## config.mk

```make
export PLATFORM = sky130hd
export DESIGN_NAME = sap_control_unit
export DESIGN_NICKNAME = d
export VERILOG_FILES = /design/src/rtl/sap_control_unit.sv
export SDC_FILE = /design/constraint.sdc
export NUM_CORES = 1
export LEC_CHECK = 0
export ABC_CLOCK_PERIOD_IN_PS = 2200
export BUFFER_PORTS_ARGS = -buffer_cell sky130_fd_sc_hd__buf_4
export CAP_MARGIN = 20
export CORE_UTILIZATION = 47
export DETAILED_ROUTE_END_ITERATION = 8
export PLACE_DENSITY = 0.77
export SLEW_MARGIN = 0
export SYNTH_ARGS = -nofsm -noshare
export SYNTH_HDL_FRONTEND = slang
export SYNTH_SLANG_ARGS = --single-unit
```

## constraint.sdc

```tcl
create_clock -name clk -period 2.2 [get_ports clk]
set_clock_uncertainty 0.2 [all_clocks]
set_input_delay 0.22 -clock clk [delete_from_list [all_inputs] [get_ports clk]]
set_output_delay 0.22 -clock clk [all_outputs]
set_load 0.02 [all_outputs]
```

## src/rtl/sap_control_unit.sv

```systemverilog
// SAP 16-bit fetch/decode/execute sequencer: PC, IR, ACC, B, flags.
// Optional SAP_SINGLE_STEP_EN adds a step input gating each instruction fetch.
module sap_control_unit #(
  parameter int ADDR_W   = 12,
  parameter int RESET_PC = 0
) (
  input  logic              clk,
  input  logic              rst_n,
`ifdef SAP_SINGLE_STEP_EN
  input  logic              step,
`endif
  output logic [ADDR_W-1:0] mem_addr,
  output logic              mem_rd,
  output logic              mem_wr,
  output logic [15:0]       mem_wdata,
  input  logic [15:0]       mem_rdata,
  input  logic              mem_ready,
  output logic [15:0]       alu_a,
  output logic [15:0]       alu_b,
  output logic [3:0]        alu_op,
  input  logic [15:0]       alu_out,
  input  logic [1:0]        alu_flag,
  output logic [15:0]       out_data,
  output logic              out_valid,
  output logic              halted
);

  typedef enum logic [3:0] {
    OP_NOP, OP_LDA, OP_STA, OP_ADD,
    OP_SUB, OP_INC, OP_DEC, OP_AND,
    OP_OR,  OP_XOR, OP_NOT, OP_JMP,
    OP_JZ,  OP_JV,  OP_OUT, OP_HLT
  } opcode_t;

`ifdef SAP_SINGLE_STEP_EN
  typedef enum logic [2:0] {
    S_FETCH, S_DECODE, S_MEM,
    S_EXEC, S_STORE, S_HALT, S_STEP
  } state_t;
  localparam state_t S_ENTRY = S_STEP;
`else
  typedef enum logic [2:0] {
    S_FETCH, S_DECODE, S_MEM,
    S_EXEC, S_STORE, S_HALT
  } state_t;
  localparam state_t S_ENTRY = S_FETCH;
`endif

  localparam logic [ADDR_W-1:0] PC0 = ADDR_W'(RESET_PC);

  state_t            state, state_n;
  logic [ADDR_W-1:0] pc, pc_n;
  logic [15:0]       ir, ir_n;
  logic [15:0]       acc, acc_n;
  logic [15:0]       b, b_n;
  logic [1:0]        flags, flags_n;
  logic [15:0]       outd_n;
  logic              outv_n;

  opcode_t           op;
  logic [ADDR_W-1:0] opd;
  logic              grp_exec, grp_mem;

  assign op  = opcode_t'(ir[15:12]);
  assign opd = ir[ADDR_W-1:0];

  assign grp_exec = (op == OP_INC) || (op == OP_DEC) ||
                    (op == OP_NOT);
  assign grp_mem  = (op == OP_LDA) || (op == OP_ADD) ||
                    (op == OP_SUB) || (op == OP_AND) ||
                    (op == OP_OR)  || (op == OP_XOR);

`ifdef SAP_SINGLE_STEP_EN
  // A step pulse seen mid-instruction is remembered for the next fetch.
  logic pend, pend_n;
  logic go;
  assign go = step | pend;
`endif

  always_comb begin
    state_n = state;
    pc_n    = pc;
    ir_n    = ir;
    acc_n   = acc;
    b_n     = b;
    flags_n = flags;
    outd_n  = out_data;
    outv_n  = 1'b0;
`ifdef SAP_SINGLE_STEP_EN
    pend_n  = pend | step;
`endif
    case (state)
      S_FETCH: begin
        if (mem_ready) begin
          ir_n    = mem_rdata;
          pc_n    = pc + ADDR_W'(1);
          state_n = S_DECODE;
        end
      end
      S_DECODE: begin
        state_n = S_ENTRY;
        unique case (1'b1)
          op == OP_NOP: state_n = S_ENTRY;
          op == OP_HLT: state_n = S_HALT;
          op == OP_JMP: pc_n = opd;
          op == OP_JZ:  if (flags[0]) pc_n = opd;
          op == OP_JV:  if (flags[1]) pc_n = opd;
          op == OP_OUT: begin
            outd_n = acc;
            outv_n = 1'b1;
          end
          grp_exec:     state_n = S_EXEC;
          grp_mem:      state_n = S_MEM;
          op == OP_STA: state_n = S_STORE;
        endcase
      end
      S_MEM: begin
        if (mem_ready) begin
          if (op == OP_LDA) begin
            acc_n   = mem_rdata;
            state_n = S_ENTRY;
          end else begin
            b_n     = mem_rdata;
            state_n = S_EXEC;
          end
        end
      end
      S_EXEC: begin
        acc_n   = alu_out;
        flags_n = alu_flag;
        state_n = S_ENTRY;
      end
      S_STORE: begin
        if (mem_ready) state_n = S_ENTRY;
      end
      S_HALT: state_n = S_HALT;
`ifdef SAP_SINGLE_STEP_EN
      S_STEP: begin
        if (go) begin
          state_n = S_FETCH;
          pend_n  = 1'b0;
        end
      end
`endif
      default: state_n = S_ENTRY;
    endcase
  end

  always_ff @(posedge clk or negedge rst_n) begin
    if (!rst_n) begin
      state     <= S_ENTRY;
      pc        <= PC0;
      ir        <= '0;
      acc       <= '0;
      b         <= '0;
      flags     <= '0;
      out_data  <= '0;
      out_valid <= 1'b0;
    end else begin
      state     <= state_n;
      pc        <= pc_n;
      ir        <= ir_n;
      acc       <= acc_n;
      b         <= b_n;
      flags     <= flags_n;
      out_data  <= outd_n;
      out_valid <= outv_n;
    end
  end

`ifdef SAP_SINGLE_STEP_EN
  always_ff @(posedge clk or negedge rst_n) begin
    if (!rst_n) pend <= 1'b0;
    else        pend <= pend_n;
  end
`endif

  // Requests are masked while reset is held so the bus is idle in reset.
  assign mem_rd = rst_n &&
                  ((state == S_FETCH) || (state == S_MEM));
  assign mem_wr = rst_n && (state == S_STORE);
  assign mem_addr  = (state == S_FETCH) ? pc : opd;
  assign mem_wdata = acc;

  assign alu_a  = acc;
  assign alu_b  = b;
  assign alu_op = (ir[15:12] >= 4'd3 && ir[15:12] <= 4'd10) ?
                  ir[15:12] - 4'd3 : 4'd0;

  assign halted = (state == S_HALT);

endmodule

```

-- Word level (Yosys, flattened, before mapping)
Index checks and enable logic that the tools add are counted.
- register bits: 82
- latch bits: 0
- bits in writable memories: 0
- bits in read-only memories: 0
- input port bits: 37
- memories kept: 0
- add/sub/neg operators: 2
- $mul: 0
- divide/modulo/power cells: 0
- order comparisons: 2
- equal/unequal tests: 27
- shift operators: 0
- multiplexer cells: 18
- bitwise logic cells: 1
- reductions and logical operators: 20
- operators by type and width (operator ; number):
    $mux W12 ; 4
    $pmux W12 S3 ; 1
    $eq A4 B4 Y1 const B ; 8
    $mux W16 ; 2
    $pmux W16 S2 ; 1
    $pmux W12 S2 ; 1
    $eq A4 B3 Y1 const B ; 4
    $pmux W3 S5 ; 1
    $add A12 B1 Y12 const B ; 1
    $pmux W3 S4 ; 1
    $mux W3 ; 3
    $reduce_and A3 Y1 ; 3
    $eq A4 B2 Y1 const B ; 2
    $logic_or A1 B1 Y1 ; 8
    $ne A2 B2 Y1 const B ; 4
    $eq A3 B2 Y1 const B ; 2
    $eq A3 B3 Y1 const B ; 2
    $ne A3 B3 Y1 const B ; 2
    $reduce_and A5 Y1 ; 1
    $eq A4 B1 Y1 const B ; 1
    $ge A4 B2 Y1 const B ; 1
    $le A4 B4 Y1 const B ; 1
    $mux W4 ; 1
    $ne A4 B4 Y1 const B ; 1
    other kinds (9) ; 14

-- Depth between registers and ports, before layout
- depth in word-level cells: 8
- gate-level depth with buffers: 7

-- Least setup slack after synthesis
No wires, ideal clock.
- path kind: register to register
- from: register ir[13]
- to: register pc[5]
- library setup time: 0.127 ns
- data arrival time: 1.816 ns
- required time: 1.873 ns
- path slack: 0.057 ns
- stages on the path, launching flop included: 8
- buffers on the path: 1
- cell sequence: dfrtp_1 inv_1 ha_1 mux2_2 nand4_1 clkbuf_1 a22oi_1 o2bb2a_1
- longest elaborated chain between the ends: 3
- elaborated cells between the ends (all ways): 9
- ends and longest elaborated chain (what ; line ; RTL):
    start, declared ; 53 ; logic [15:0] ir, ir_n;
    start signal, assigned ; 162 ; ir <= ir_n;
    $eq A4 B4 Y1 (on tied branches) ; 107, 105, 106 ;
    $pmux W12 S3, or another cell as far along ; 102 ; unique case (1'b1)
    $pmux W12 S2 / $reduce_and A5 Y1 (equally long branches) ; -- ;
    end signal, assigned ; 161 ; pc <= pc_n;
    end, declared ; 52 ; logic [ADDR_W-1:0] pc, pc_n;
Several ways; a longest one is shown, not always the timed one.
A chain may end at the register's enable or synchronous reset.

-- Worst setup path in the final report
- from: register state[1]
- to: output port mem_addr[5]
- longest elaborated chain between the ends: 2
- ends and longest elaborated chain (what ; line ; RTL):
    start, declared ; 51 ; state_t state, state_n;
    start signal, assigned ; 160 ; state <= state_n;
    $logic_not A3 Y1 ; 182 ; assign mem_addr = (state == S_FETCH) ? pc : opd;
    $mux W12 ; 182 ;
    end, declared ; 12 ; output logic [ADDR_W-1:0] mem_addr,
Every way passes these cells.

==> results.txt <==
Site Rows -> 33
synthesized area per cell -> 11.5 um^2
CP Data Required Time -> 1.78 ns
Worst-Margin Slew -> 0.846 ns
clock transition at the registers of the reported paths -> 0.08 ns
MaxCap Viol Count -> 0
GR Util All Layers -> 24.2%
area of the core -> 8380 um^2
endpoint class of the critical path -> primary output
Root Buffer -> clkbuf_8
Highest Clock Rate -> 459 MHz
# IOs -> 121
initial antenna violation count -> 0
M1 GR Usage -> 29.7%
Final #Nets -> 557
# setup viols final -> 0
PwrDens -> 1620 nW/um^2
Critical Path AT -> 1.76 ns
P&R area growth vs syn -> 39.9%
vias in the first global route -> 3340
CP max FO -> 6
Ys Warns -> 0
buffers added on ports -> 120
synthesized area -> 4160 um^2
Post-synth ARST share -> 100%
CP startpoint kind -> flop
register bit count reported by yosys -> 82
final antenna-violating net count -> 0
Non-Filler Instances -> 625
first-pass GRT wire length -> 16.7 mm
Syn Inst Count -> 363
most common cell after layout, fill and taps aside -> buf_4
M2 GR Usage -> 41.7%
Clock Latency Late Sink -> 0.35 ns
detailed-route vias per instance -> 5.50
die width -> 96.1 um
status -> complete, no violations
aggregate routed wire length -> 10.8 mm
CTS sink cnt -> 82
Placed Instances -> 568
DR vias -> 3439
Final Critical Period -> 2.18 ns
post-DP HPWL -> 7.26 mm
total CTS buffers -> 9
met3 Use GR -> 4.27%
Final Slew Violations -> 0
slew margin rel. -> 43.6%
total grt overflow -> 0
Worst Hold Class -> input pin to async pin
EDFF count, synth -> 0
largest net degree at the start of global routing -> 70
gp weighted congestion -> 0.927
final hold violation count -> 0
post-synth cell types -> 51
Most Used Layer, Global Route -> met2
leading cell types in the layout, fill and taps excluded -> 137 x buf_4, 78 x dfrtp_1, 41 x mux2_2
RSZ-0062 raised after global routing -> true
chip height -> 96.1 um
Avg WL per Cell -> 17.3 um
sequential share of the synthesized area -> 49.3%
WS Path Type -> flop to primary output
Die Area -> 9240 um^2
Clock Tree Buf Depth -> 2
prevailing post-synth register cell -> dfrtp_1
post-route setup TNS -> 0 ns
TritonCTS clock tree -> done
Tcrit/Tclk final -> 99.1%
Initial DRC Count -> 207
# diodes -> 0
H-tree depth -> 3
DRT Pass-1 Iters -> 4
fraction of layout cells with a size suffix above 1 -> 42.9%
Starting Density -> 49.7%
P_leak -> 0.00282 uW
Post-Syn Nets -> 405
DRC -> 0
Max VDD drop -> 0.000993 V
Yosys cell counts, types with 2 or more instances:
cell	n	area (um^2)
a21oi_1	8	40.0
a22oi_1	6	45.0
a2bb2oi_1	2	17.5
a31oi_1	3	18.8
and2_1	5	31.3
and3_1	4	25.0
and4_1	2	17.5
buf_2	7	35.0
buf_4	17	128
buf_6	3	33.8
clkbuf_1	10	37.5
dfrtp_1	82	2050
ha_1	5	62.6
inv_1	8	30.0
mux2_1	16	180
mux2_2	44	495
mux2i_1	17	170
nand2_1	26	97.6
nand2b_1	2	12.5
nand3_1	10	50.1
nand3b_1	2	15.0
nand4_1	5	31.3
nor2_1	13	48.8
nor2b_1	4	25.0
nor3_1	4	20.0
nor4bb_1	3	30.0
o211ai_1	2	15.0
o21ai_0	15	75.1
o21ai_1	10	50.1
o22ai_1	6	37.5
o2bb2a_1	2	20.0
through the flow:
stage          hold WS (ns)  utilization (%)  total power [uW]  setup slack [ns]  instance area, um^2
2_1_floorplan        -0.276                -              6050            0.0574                 4160
3_3_place_gp         -0.111             61.3              7750             0.140                 5140
3_5_place_dp         -0.101             61.3              7900            0.0707                 5140
4_1_cts              0.0579             68.6              9250           0.00774                 5750
5_1_grt              0.0811             69.5              9960           -0.0182                 5830
6_report             0.0577             69.5              9430            0.0197                 5830
cells by family after synthesis:
kind of cell,synth area share [%]
and+or+nand+nor,11.3
DFF,49.3
muxes,20.3
AOI/OAI and AO/OA,11.3
buffers and inverters,6.34
adders and majority gates,1.50
area by class of cell:
type / instances / area (um^2)
fill: 614 / 2550
inverter: 8 / 30.0
clock inverter: 5 / 86.3
timing repair buffer: 178 / 1470
tap: 105 / 131
multi-input combinational: 236 / 1910
sequential: 82 / 2060
clock buffer: 11 / 141
worst paths after layout:
kind,endpoint,start,depth (start not counted),slack (ns)
max,mem_addr[5],state[1],4,0.02
min,state[1],rst_n,2,0.06
max reg2reg,pc[5],ir[13],7,0.10
min reg2reg,out_data[15],out_data[15],1,0.29
max in group asynchronous,ir[13],rst_n,3,0.60
min in group clk,state[2],mem_ready,4,0.10
registers in the layout, summed over array words and instances (netlist names):
signal / flops
ir: 16
alu_b: 16
pc: 12
out_valid: 1
alu_a: 16
state: 3
flags: 2
out_data: 16
per-layer routing:
metal / wire length [um] / vias up
li1: - / 1610
met1: 4450 / 1673
met2: 5490 / 136
met3: 620 / 20
met4: 246 / 0
met5: 0 / -
repair_timing:
| item | 4_1_cts | 5_1_grt |
|---|---|---|
| hold endpoints to repair | 63 | 0 |
| hold buffers | 35 | 0 |
| setup endpoints to repair | 12 | 26 |
| resized for setup | 4 | 20 |
| gates cloned | 0 | 1 |
| pin swaps | 0 | 3 |
| buffers inserted | 2 | 3 |
power by group:
part | total (uW) | internal (uW) | switching [uW]
sequential | 2910 | 2230 | 679
combinational | 5270 | 2520 | 2750
clock | 1240 | 679 | 564
worst max-delay path: stages (launching register included):
cell     delay (ns)
dfrtp_2        0.46
nor3_4         0.26
buf_6          0.18
mux2_2         0.34
buf_4          0.16
Note: power is estimated with default switching activity, not from simulation.
